[src/rtl/mult_pkg.sv]
// Shared definitions for the 12x12 multiplier and its accumulation stage.
package mult_pkg;

    localparam int OP_W   = 12;
    localparam int PROD_W = 2 * OP_W;

    typedef enum logic [1:0] {
        IDLE = 2'd0,
        ACC  = 2'd1,
        HOLD = 2'd2
    } state_t;

endpackage

[src/rtl/mult12_accum_if.sv]
// Product-in / frame-result-out bus of the accumulation stage.
//
// Handshake: a transfer happens on a rising clk edge where valid && ready.
// The sender keeps valid and its payload stable until that edge; ready may
// depend combinationally on the other side's signals, valid never does.
interface mult12_accum_if
    import mult_pkg::*;
#(
    parameter int ACC_W = 32,
    parameter int CNT_W = 5
) ();

    logic              in_valid;
    logic              in_ready;
    logic [PROD_W-1:0] in_prod;
    logic              in_last;

    logic              out_valid;
    logic              out_ready;
    logic [ACC_W-1:0]  out_sum;
    logic [CNT_W-1:0]  out_count;
    logic              out_ovf;

    modport slave (
        input  in_valid, in_prod, in_last, out_ready,
        output in_ready, out_valid, out_sum, out_count, out_ovf
    );

    modport master (
        output in_valid, in_prod, in_last, out_ready,
        input  in_ready, out_valid, out_sum, out_count, out_ovf
    );

endinterface

[src/rtl/mult12_accum.sv]
// Register stage behind the combinational 12x12 multiplier: sums a frame of
// up to MAX_LEN products and holds the total, beat count and carry flag
// until the consumer takes them.
module mult12_accum
    import mult_pkg::*;
#(
    parameter int ACC_W   = 32,
    parameter int MAX_LEN = 16,
    localparam int CNT_W  = $clog2(MAX_LEN + 1)
) (
    input  logic          clk,
    input  logic          rst_n,
    mult12_accum_if.slave bus,
    output state_t        dbg_state
);

    state_t           state, state_n;
    logic [ACC_W-1:0] acc, acc_n;
    logic [CNT_W-1:0] cnt, cnt_n;
    logic             ovf, ovf_n;
    logic             load_out;

    logic [ACC_W-1:0] out_sum_r;
    logic [CNT_W-1:0] out_count_r;
    logic             out_ovf_r;

    logic             accept;
    logic             close;
    logic [ACC_W:0]   sum_ext;
    logic [CNT_W-1:0] cnt_inc;
    logic             ovf_inc;

    // In HOLD a new beat is only taken when the result leaves in the same cycle.
    assign bus.in_ready = (state == HOLD) ? bus.out_ready : 1'b1;
    assign accept       = bus.in_valid && bus.in_ready;

    // acc/cnt/ovf are cleared on every close, so in HOLD they already hold
    // the fresh-frame base and an overlapping beat needs no special path.
    assign sum_ext = {1'b0, acc} + {{(ACC_W + 1 - PROD_W){1'b0}}, bus.in_prod};
    assign cnt_inc = cnt + 1'b1;
    assign ovf_inc = ovf | sum_ext[ACC_W];
    assign close   = bus.in_last || (cnt_inc == CNT_W'(MAX_LEN));

    assign bus.out_valid = (state == HOLD);
    assign bus.out_sum   = out_sum_r;
    assign bus.out_count = out_count_r;
    assign bus.out_ovf   = out_ovf_r;
    assign dbg_state     = state;

    // Next-state and accumulator update for the frame FSM.
    always_comb begin
        state_n  = state;
        acc_n    = acc;
        cnt_n    = cnt;
        ovf_n    = ovf;
        load_out = 1'b0;
        if (accept) begin
            if (close) begin
                state_n  = HOLD;
                acc_n    = '0;
                cnt_n    = '0;
                ovf_n    = 1'b0;
                load_out = 1'b1;
            end else begin
                state_n = ACC;
                acc_n   = sum_ext[ACC_W-1:0];
                cnt_n   = cnt_inc;
                ovf_n   = ovf_inc;
            end
        end else if ((state == HOLD) && bus.out_ready) begin
            state_n = IDLE;
        end
    end

    // State, accumulator and result registers; results load only on close.
    always_ff @(posedge clk) begin
        if (!rst_n) begin
            state       <= IDLE;
            acc         <= '0;
            cnt         <= '0;
            ovf         <= 1'b0;
            out_sum_r   <= '0;
            out_count_r <= '0;
            out_ovf_r   <= 1'b0;
        end else begin
            state <= state_n;
            acc   <= acc_n;
            cnt   <= cnt_n;
            ovf   <= ovf_n;
            if (load_out) begin
                out_sum_r   <= sum_ext[ACC_W-1:0];
                out_count_r <= cnt_inc;
                out_ovf_r   <= ovf_inc;
            end
        end
    end

endmodule

[src/flat_wrapper.sv]
// flat-port wrapper written by rule: the top's interface ports become plain ports
module mult12_accum_flat import mult_pkg::*;
#(
    parameter int ACC_W   = 32,
    parameter int MAX_LEN = 16,
    localparam int CNT_W  = $clog2(MAX_LEN + 1)
)
  (clk, rst_n, dbg_state, bus_in_valid, bus_in_prod, bus_in_last, bus_out_ready, bus_in_ready, bus_out_valid, bus_out_sum, bus_out_count, bus_out_ovf);
  mult12_accum_if #(.ACC_W(ACC_W), .CNT_W((5))) bus_i ();
  input  logic clk;
  input  logic rst_n;
  output state_t dbg_state;
  input wire logic [$bits(bus_i.in_valid)-1:0] bus_in_valid;
  input wire logic [$bits(bus_i.in_prod)-1:0] bus_in_prod;
  input wire logic [$bits(bus_i.in_last)-1:0] bus_in_last;
  input wire logic [$bits(bus_i.out_ready)-1:0] bus_out_ready;
  output wire logic [$bits(bus_i.in_ready)-1:0] bus_in_ready;
  output wire logic [$bits(bus_i.out_valid)-1:0] bus_out_valid;
  output wire logic [$bits(bus_i.out_sum)-1:0] bus_out_sum;
  output wire logic [$bits(bus_i.out_count)-1:0] bus_out_count;
  output wire logic [$bits(bus_i.out_ovf)-1:0] bus_out_ovf;
  assign bus_i.in_valid = bus_in_valid;
  assign bus_i.in_prod = bus_in_prod;
  assign bus_i.in_last = bus_in_last;
  assign bus_i.out_ready = bus_out_ready;
  assign bus_in_ready = bus_i.in_ready;
  assign bus_out_valid = bus_i.out_valid;
  assign bus_out_sum = bus_i.out_sum;
  assign bus_out_count = bus_i.out_count;
  assign bus_out_ovf = bus_i.out_ovf;
  mult12_accum #(.ACC_W(ACC_W), .MAX_LEN(MAX_LEN)) u_core (.clk(clk), .rst_n(rst_n), .bus(bus_i), .dbg_state(dbg_state));
endmodule
[config.mk]
export PLATFORM = sky130hd
export DESIGN_NAME = mult12_accum_flat
export DESIGN_NICKNAME = d
export VERILOG_FILES = /design/src/rtl/mult_pkg.sv /design/src/rtl/mult12_accum_if.sv /design/src/rtl/mult12_accum.sv /design/src/flat_wrapper.sv
export SDC_FILE = /design/constraint.sdc
export NUM_CORES = 1
export LEC_CHECK = 0
export ABC_AREA = 1
export CORE_ASPECT_RATIO = 0.6
export CORE_MARGIN = 1.5
export CORE_UTILIZATION = 35
export CTS_BUF_LIST = sky130_fd_sc_hd__clkbuf_16
export DETAILED_ROUTE_END_ITERATION = 8
export HOLD_SLACK_MARGIN = 0.1
export PLACE_DENSITY = 0.6
export REMOVE_ABC_BUFFERS = 1
export SETUP_SLACK_MARGIN = 0.1
export SYNTH_ARGS = -nofsm -noshare
export SYNTH_HDL_FRONTEND = slang
export SYNTH_SLANG_ARGS = --single-unit
[constraint.sdc]
create_clock -name clk -period 6.3 [get_ports clk]
set_input_delay 1.575 -clock clk [delete_from_list [all_inputs] [get_ports clk]]
set_output_delay 1.575 -clock clk [all_outputs]
set_load 0.005 [all_outputs]
==> metrics.md <==
| Metric | Value |
|---|---|
| Status | complete, no violations |
| Largest net degree at the start of global routing | 42 |
| Wl on met1 | 8450 um |
| Vias per cell | 4.59 |
| Sequential element share of the synthesized area | 32.0% |
| Multiplexer share of the synthesized area | 0% |
| DR WL met2 | 4360 um |
| Core footprint | 13600 sq um |
| Cts-stage hold buffer count | 0 |
| Peak Freq | 235 MHz |
| Clk sinks | 78 |
| Synth Area in Adders | 7.09% |
| Peak VDD IR | 0.110 mV |
| Hold Path Depth | 2 |
| I/O pin count | 71 |
| Pwr/cell area | 217 nW/um^2 |
| Final #Nets | 898 |
| Skew-Pair Late Insertion Delay | 340 ps |
| Root Buffer | clkbuf_16 |
| Share of layout cells above drive strength 1 | 3.07% |
| Hold Fails Final Rpt | 0 |
| Crit path DAT | 2680 ps |
| Tightest Pin Transition | 951 ps |
| Wire per inst | 13.7 um |
| Required time of the critical path | 4720 ps |
| Number of distinct library cells after synthesis | 34 |
| Htree depth | 3 |
| Synth Area in Simple Gates | 36.8% |
| Critical Path Fanout Max | 3 |
| Top cells by area, synth | dfxtp_1 (32%), nand2_1 (25%), inv_1 (8.5%), ha_1 (6.7%), a21oi_1 (4.8%) |
| Combinational Power Share | 19.0% |
| Slew HR | 36.4% |
| Final Critical Period | 4260 ps |
| Syn_area_per_cell | 6.26 sq um |
| Placer Congestion | 0.932 |
| Die X | 155 um |
| Vias in the first global route | 4275 |
| GRT Total Usage | 20.3% |
| # DRC | 0 |
| R2R setup slack | 3550 ps |
| ANT cells | 0 |
| Fin crit share | 67.6% |
| WS Path Type | in -> out |
| Placed wire-length estimate | 10400 um |
| FF+latch count, synth | 78 |
| Post_cts resized | 0 |
| Overall power | 0.00129 W |
| Global-route wire length before repair | 22700 um |
| GRT overflow | 0 |
| Core Util, Final | 43.8% |
| Final setup TNS | 0 ps |
| Leakage | 2.87 nW |
| Total iterations of the first detailed-routing run | 5 |
| Initial antenna violation count | 0 |
| Top sig layer | met4 |
| Die footprint | 14700 sq um |
| # setup viols final | 0 |
| Clock power frac | 40.2% |
| Max Slew Vio Count | 0 |
| Most common cell after layout, fill and taps aside | nand2_1 |
| Worst clock skew | 7.04 ps |
| CTS Buffer Depth | 2 |
| Reg power frac | 40.9% |
| Sw Ratio | 29.0% |
| Fin Hold WS | 448 ps |
| Vias | 4691 |
| Post-synthesis xor/xnor area fraction | 3.39% |
| Area delta synth->final | 22.3% |
| Fill count | 1456 |
| RSZ-0062 raised after global routing | no |
| Non-filler instance count after layout | 1022 |
| Synth Cell Area | 4870 sq um |
| CTS tree | done |
| Internal power | 0.000917 W |
| Compound-Gate Fraction of Synth Area | 9.35% |
| Leading area contributor after synthesis | dfxtp_1 |
| Core Rows | 33 |
| Switching pwr | 0.000375 W |
| Port bufs | 70 |
| # Post-CTS Setup Buffers | 0 |
| Yosys warning count | 0 |
| Reg2Reg Depth | 8 |
| CP startpoint kind | input port |
| ANT nets after route | 0 |
| DIE HEIGHT | 94.4 um |
| Synth Instances | 779 |
| Worst Hold Class | reg -> reg |
| Clock-pin slew on the worst setup and hold paths | 60 ps |
| WL final | 14000 um |
| Top cell type's share of synthesized area | 32.0% |
| Routed wl met3 | 1070 um |
| TritonCTS Buffers | 9 |
| DR iter-0 viols | 334 |
| Largest family of logic cells by synthesized area | simple AND/OR/NAND/NOR gates |
| Crit path capture type | output pin |
| Starting Density | 35.8% |
| Commonest non-fill, non-tap cells in the layout | nand2_1 (320), inv_1 (111), dfxtp_1 (78), clkdlybuf4s50_1 (70) |
| Max Cap Viol | 0 |
| Dpl cells | 1006 |
[final timing paths]
kind | end | from
setup / recovery | bus_in_ready | bus_out_ready
hold / removal | u_core.bus.out_sum[1] | u_core.bus.out_sum[1]
setup reg to reg | u_core.acc[4] | u_core.dbg_state[1]
hold reg to reg | u_core.bus.out_sum[1] | u_core.bus.out_sum[1]
[logic make-up (layout without fill, tap and decap cells)]
logic type                 after synthesis  in the layout
AOI/OAI and AO/OA                       85             85
adders and majority gates               27             27
buffers and inverters                  132            200
and+or+nand+nor                        439            439
DFF                                     78             78
xor gates and xnor gates                18             18
[stage by stage]
step                setup WS (ps)  instance area (sq um)
CTS                          2030                   5960
detailed placement           1920                   5670
floorplan                    3030                   4740
global placement             1970                   5670
finish                       2040                   5960
global route                 1990                   5960
[synth_stat cells, drive strengths merged]
master / number
fa: 1
clkinv: 1
nand2: 323
nand3b: 5
o21ai: 26
xor2: 11
nand3: 44
clkbuf: 5
xnor2: 7
a21boi: 1
inv: 112
nand4: 2
nor3: 10
o211ai: 1
or2: 3
dfxtp: 78
and2: 2
a22oi: 4
nor2: 50
o21a: 5
a211oi: 1
a21oi: 47
ha: 26
buf: 14
[cell type report]
class                   count  area, sq um  share of cell area (%)
multi-input cells         569         2760                    46.3
flip-flops and latches     78         1560                    26.2
repair buffers             71          708                    11.9
inverters                 113          425                    7.14
clock buffers               9          225                    3.78
well taps                 175          219                    3.67
clock inverters             7         65.1                    1.09
[power groups by stage]
stage	registers (W)	clock network [W]	logic (W)
CTS	0.000528	0.000528	0.000243
floorplan	0.000539	0	0.000146
finish	0.000528	0.000519	0.000245
global placement	0.000539	0	0.000242
global route	0.000531	0.000550	0.000275
detailed placement	0.000539	0	0.000242
[layer usage]
metal,up-vias,global-route usage [%]
met5,-,0
met4,0,3.25
met3,7,3.99
met2,147,23.9
met1,1993,35.2
li1,2544,-
[critical path: stages]
cell	delay, ps
clkdlybuf4s50_1	460
inv_1	40
nand2_1	100
clkdlybuf4s50_1	510
[sequential cells by signal, summed over array words and instances, names as in the netlist]
name / count
u_core.dbg_state: 2
u_core.cnt: 5
u_core.bus.out_count: 5
u_core.bus.out_ovf: 1
u_core.bus.out_sum: 32
u_core.ovf: 1
u_core.acc: 32
Power figures use the tool's default switching activity.
